`src/rtl/ssd_pkg.sv`:
```
// Shared types and constants for the seven-segment scanner.
package ssd_pkg;

  typedef enum logic {SCAN_BLANK, SCAN_DRIVE} scan_state_e;

  localparam logic [6:0] SEG_OFF = 7'h7F;
  localparam logic [3:0] AN_OFF  = 4'hF;

  // Active-low {g,f,e,d,c,b,a}, indexed by hex value (entry F listed first).
  localparam logic [15:0][6:0] HEX_SEG = {
    7'b0001110, 7'b0000110, 7'b0100001, 7'b1000110,
    7'b0000011, 7'b0001000, 7'b0010000, 7'b0000000,
    7'b1111000, 7'b0000010, 7'b0010010, 7'b0011001,
    7'b0110000, 7'b0100100, 7'b1111001, 7'b1000000
  };

endpackage

```
`src/rtl/ssd_scanner_hex7seg.sv`:
```
// Combinational hex to active-low seven-segment decoder.
module hex7seg
  import ssd_pkg::*;
(
  input  logic [3:0] value,
  output logic [6:0] segments
);

  assign segments = HEX_SEG[value];

endmodule

```
`src/rtl/ssd_scanner.sv`:
```
// Four-digit seven-segment scan scheduler with per-slot blanking,
// per-digit blink and decimal point; all outputs registered.
module ssd_scanner
  import ssd_pkg::*;
#(
  parameter int SLOT_CYCLES  = 10000,
  parameter int BLANK_CYCLES = 500,
  parameter int BLINK_FRAMES = 50
) (
  input  logic       clk_i,
  input  logic       rst_i,
  input  logic       digit0_en_i,
  input  logic       digit1_en_i,
  input  logic       digit2_en_i,
  input  logic       digit3_en_i,
  input  logic [3:0] digit0_i,
  input  logic [3:0] digit1_i,
  input  logic [3:0] digit2_i,
  input  logic [3:0] digit3_i,
  input  logic [3:0] blink_i,
  input  logic [3:0] dp_i,
  output logic [3:0] anode_o,
  output logic [6:0] segments_o,
  output logic       dp_o,
  output logic       frame_o
);

  localparam int CW = $clog2(SLOT_CYCLES);
  localparam int FW = $clog2(BLINK_FRAMES + 1);
  localparam logic [CW-1:0] BLANK_IDX  = CW'(BLANK_CYCLES);
  localparam logic [CW-1:0] LAST_IDX   = CW'(SLOT_CYCLES - 1);
  localparam logic [FW-1:0] FRAME_LAST = FW'(BLINK_FRAMES - 1);

  scan_state_e   state_reg;
  logic [1:0]    slot_reg;
  logic [CW-1:0] cnt_reg;
  logic [FW-1:0] frame_cnt_reg;
  logic          blink_off_reg;
  logic          cap_en_reg, cap_blink_reg, cap_dp_reg;
  logic [3:0]    cap_val_reg;

  logic [3:0] en_vec;
  logic [3:0] digit_vec [4];
  logic       capture, drive, slot_end, frame_end, lit;
  logic       cap_en_next, cap_blink_next, cap_dp_next;
  logic [3:0] cap_val_next;
  logic [6:0] seg_dec;

  assign en_vec       = {digit3_en_i, digit2_en_i, digit1_en_i, digit0_en_i};
  assign digit_vec[0] = digit0_i;
  assign digit_vec[1] = digit1_i;
  assign digit_vec[2] = digit2_i;
  assign digit_vec[3] = digit3_i;

  // cnt_reg is the in-slot index of the cycle whose outputs are produced at this edge.
  always_comb begin
    capture        = (state_reg == SCAN_BLANK) && (cnt_reg == BLANK_IDX);
    drive          = capture || (state_reg == SCAN_DRIVE);
    slot_end       = (cnt_reg == LAST_IDX);
    frame_end      = slot_end && (slot_reg == 2'd3);
    cap_en_next    = capture ? en_vec[slot_reg]    : cap_en_reg;
    cap_val_next   = capture ? digit_vec[slot_reg] : cap_val_reg;
    cap_blink_next = capture ? blink_i[slot_reg]   : cap_blink_reg;
    cap_dp_next    = capture ? dp_i[slot_reg]      : cap_dp_reg;
    lit            = drive && cap_en_next && !(cap_blink_next && blink_off_reg);
  end

  hex7seg u_hex7seg (
    .value    (cap_val_next),
    .segments (seg_dec)
  );

  always_ff @(posedge clk_i or posedge rst_i) begin
    if (rst_i) begin
      state_reg     <= SCAN_BLANK;
      slot_reg      <= 2'd0;
      cnt_reg       <= '0;
      frame_cnt_reg <= '0;
      blink_off_reg <= 1'b0;
      cap_en_reg    <= 1'b0;
      cap_val_reg   <= 4'd0;
      cap_blink_reg <= 1'b0;
      cap_dp_reg    <= 1'b0;
      anode_o       <= AN_OFF;
      segments_o    <= SEG_OFF;
      dp_o          <= 1'b1;
      frame_o       <= 1'b0;
    end else begin
      state_reg     <= (drive && !slot_end) ? SCAN_DRIVE : SCAN_BLANK;
      cnt_reg       <= slot_end ? '0 : cnt_reg + 1'b1;
      cap_en_reg    <= cap_en_next;
      cap_val_reg   <= cap_val_next;
      cap_blink_reg <= cap_blink_next;
      cap_dp_reg    <= cap_dp_next;
      anode_o       <= lit ? ~(4'b0001 << slot_reg) : AN_OFF;
      segments_o    <= lit ? seg_dec : SEG_OFF;
      dp_o          <= lit ? ~cap_dp_next : 1'b1;
      frame_o       <= frame_end;
      if (slot_end) begin
        slot_reg <= slot_reg + 2'd1;
      end
      if (frame_end) begin
        if (frame_cnt_reg == FRAME_LAST) begin
          frame_cnt_reg <= '0;
          blink_off_reg <= ~blink_off_reg;
        end else begin
          frame_cnt_reg <= frame_cnt_reg + 1'b1;
        end
      end
    end
  end

endmodule

```
`config.mk`:
```
export PLATFORM = sky130hd
export DESIGN_NAME = ssd_scanner
export DESIGN_NICKNAME = d
export VERILOG_FILES = /design/src/rtl/ssd_pkg.sv /design/src/rtl/ssd_scanner_hex7seg.sv /design/src/rtl/ssd_scanner.sv
export SDC_FILE = /design/constraint.sdc
export NUM_CORES = 1
export LEC_CHECK = 0
export BUFFER_PORTS_ARGS = -buffer_cell sky130_fd_sc_hd__buf_2
export CAP_MARGIN = 20
export CORE_MARGIN = 5
export CORE_UTILIZATION = 55
export DETAILED_ROUTE_END_ITERATION = 10
export MAX_ROUTING_LAYER = met4
export PLACE_DENSITY = 0.79
export SYNTH_ARGS = -nofsm -noshare
export SYNTH_HDL_FRONTEND = slang
export SYNTH_SLANG_ARGS = --single-unit
```
`constraint.sdc`:
```
create_clock -name clk_i -period 2.7 [get_ports clk_i]
set_clock_uncertainty 0.15 [all_clocks]
set_input_delay 0.135 -clock clk_i [delete_from_list [all_inputs] [get_ports clk_i]]
set_output_delay 0.135 -clock clk_i [all_outputs]
set_load 0.03 [all_outputs]
```
==> out/metrics.cfg <==
[logic_synthesis]
synth_area_um2 = 2350
synth_most_common_cell = dfrtp_1
synth_top_area_frac = 0.3408
synth_top_family_by_area = simple AND/OR/NAND/NOR gates
synth_top_area_cell = dfrtp_1
yosysSeqAreaShare = 0.4750
synth-simple-area-share = 0.1725
synth-xor-area-share = 0.05218
synth_area_per_cell_um2 = 11.63
synth_cells = 202
syn-num-nets = 243
netlist-cell-type-count = 48
async_flop_share = 1.000
synth_area_leaders = dfrtp_1, dfstp_2, mux4_2
yosys_warnings = 0
synth_compound_area_frac = 0.08147
ys_ff_latch = 44
yosys_most_used_dff = dfrtp_1
synth_edf_count = 0
synth_fa_ha_area_frac = 0.05857
muxShareOfSynthArea = 0.1198
synthTopCellsByCount = dfrtp_1, nand2_1, nor2_1

[finish]
n_fill_cell = 309
final_nets = 293
syn2layout_area_growth_pct = 17.68
multi_input_area_um2 = 1139
n_antenna_cell = 0
largest_reg_flops = 14
final_cells = 303
seqCellArea_um2 = 1116
drive_gt1_frac = 0.3794

[placed_design]
dpl.hpwl_mm = 3.418
gp_congestion = 0.8261
portBuffers = 42
dp_slack_ps = 198.7
dp.cells = 294

[global_routing]
antenna_found_initial = 0
grt_usage = 0.1861
grt_start_max_net_pins = 45
grt_overflow = 0
grt_pass1_wl_mm = 7.638
grt_pass1_vias = 1650

[floorplanning]
die_area_um2 = 5679
die_w_um = 75.36
ios = 43
rows = 23
chipHeight_um = 75.36
design.core.area_um2 = 4058
start_util = 0.5791

[min_path]
min_path_cells = 3
hold_class = in2reg
hp-start = blink_i[2]
hold_end = cap_blink_reg$_DFF_PP0_

[critical_path]
startpoint_type = flop
worstReg2RegEnd = segments_o[5]$_DFF_PP1_
cp_data_required_time_ps = 2770
criticalPathCategory = reg2reg
critPathArrivalTime_ps = 2570
rr_startpoint = cnt_reg[0]$_DFF_PP0_
reg2reg_setup_slack_ps = 200
crit_fanout = 8
r2r_cells = 10
endpoint_kind = flop

[pwr]
p_per_area_nw_per_um2 = 450.8
leakage_nw = 1.289
peakVddDrop_mv = 0.2669

[sta]
max_slew.worst_pin.slew_ps = 533.5
maxSlewHeadroom = 0.6443
fmax_mhz = 399.7
fin_ws_ps = 197.8
fin_crit_ps = 2502
rsz0062_at_grt = no
fin_tns_setup_ps = 0
slew_viol_final = 0
setup_viol = 0
final-hold-violation-count = 0
min_period_over_period = 0.9267

[routing]
vias = 1668
drc = 0
drt-total-wl_mm = 4.532
dr.pass1.iters = 4
wl_per_cell_um = 14.96
viasPerCell = 5.505
ant_nets = 0
drt_iter0_markers = 102

[clocking]
clk_latency_ps = 290
cts_num_sinks = 44
root_buffer = clkbuf_8
cts_made_buffers = 5
clk_pin_slew_ps = 80
clockBufferDepth = 2
cts_htree_levels = 2
cts_post_setup_buffers_inserted = 0
cts_tree = built

[outcome]
outcome = completed

[flow_run]
cap_violations = 0

-- metrics by stage --
stage / total power [mW] / hold WS (ps) / util / area [um2]
after floorplan: 0.6906 / 244.7 / - / 2350
after global placement: 0.7152 / 151.4 / 0.6479 / 2629
after detailed placement: 0.7174 / 148.5 / 0.6479 / 2629
after CTS: 1.263 / 161.6 / 0.6815 / 2765
after global routing: 1.300 / 159.0 / 0.6815 / 2765
final: 1.247 / 173.6 / 0.6815 / 2765
-- report_power, final --
| part | switching [mW] | leakage [nW] | internal, mW |
|---|---|---|---|
| Combinational | 0.0219 | 0.671 | 0.0237 |
| Clock | 0.215 | 0.0645 | 0.326 |
| Sequential | 0 | 0.554 | 0.659 |
-- worst max-delay path by stage --
stage / slack [ps] / from / to / cells past startpoint
3_5_place_dp: 200 / cnt_reg[0]$_DFF_PP0_ / segments_o[5]$_DFF_PP1_ / 10
3_3_place_gp: 280 / cnt_reg[0]$_DFF_PP0_ / segments_o[5]$_DFF_PP1_ / 10
4_1_cts: 210 / cnt_reg[0]$_DFF_PP0_ / segments_o[5]$_DFF_PP1_ / 10
5_1_grt: 10 / cnt_reg[0]$_DFF_PP0_ / segments_o[5]$_DFF_PP1_ / 10
2_1_floorplan: 340 / cnt_reg[0]$_DFF_PP0_ / segments_o[5]$_DFF_PP1_ / 11
6_report: 200 / cnt_reg[0]$_DFF_PP0_ / segments_o[5]$_DFF_PP1_ / 10
-- area by class of cell --
type / count / share of cell area
timing repair buffer: 49 / 0.09593
clock inverter: 1 / 0.01086
sequential: 44 / 0.4036
multi-input combinational: 139 / 0.4118
inverter: 13 / 0.02036
tap: 50 / 0.02262
clock buffer: 7 / 0.03484
-- cell usage in the layout (no fill, tap or decap), drive strengths merged, types with 5 or more instances in the layout --
| cell type | n |
|---|---|
| buf | 48 |
| dfrtp | 32 |
| nand2 | 23 |
| nor2 | 17 |
| nand3 | 12 |
| dfstp | 12 |
| inv | 12 |
| ha | 11 |
| xnor2 | 8 |
| mux4 | 7 |
| clkbuf | 7 |
| xor2 | 6 |
| o21ai | 6 |
| nand4 | 5 |
-- routing by layer --
layer | global-route usage | up-vias | wire, um
met1 | 0.2259 | 804 | 1941
li1 | - | 809 | -
met2 | 0.3068 | 48 | 2167
met5 | - | - | 0
met3 | 0.04354 | 7 | 359
met4 | 0.06214 | 0 | 62
-- cell families (layout without fill, tap and decap cells) --
group	Yosys count	in the layout
AOI/OAI and AO/OA	26	26
buffers and inverters	19	70
xor gates and xnor gates	14	14
and+or+nand+nor	74	74
DFF	44	44
muxes	14	14
adders and majority gates	11	11
-- worst max-delay path, cell delays in order, from the launching register on --
cell      delay (ps)
dfrtp_1          420
inv_1             70
ha_1             120
and4bb_1         210
and4_4           340
mux2i_4          340
inv_2            120
ha_1             240
nand2_2           80
a21boi_0         220
o221ai_2         110
-- what timing repair did --
action                                  4_1_cts  5_1_grt
resized for setup                             0        0
endpoints found under the setup margin        0        0
hold endpoints to repair                     32        0
hold buffers                                  1        0
(Power assumes the default switching activity.)
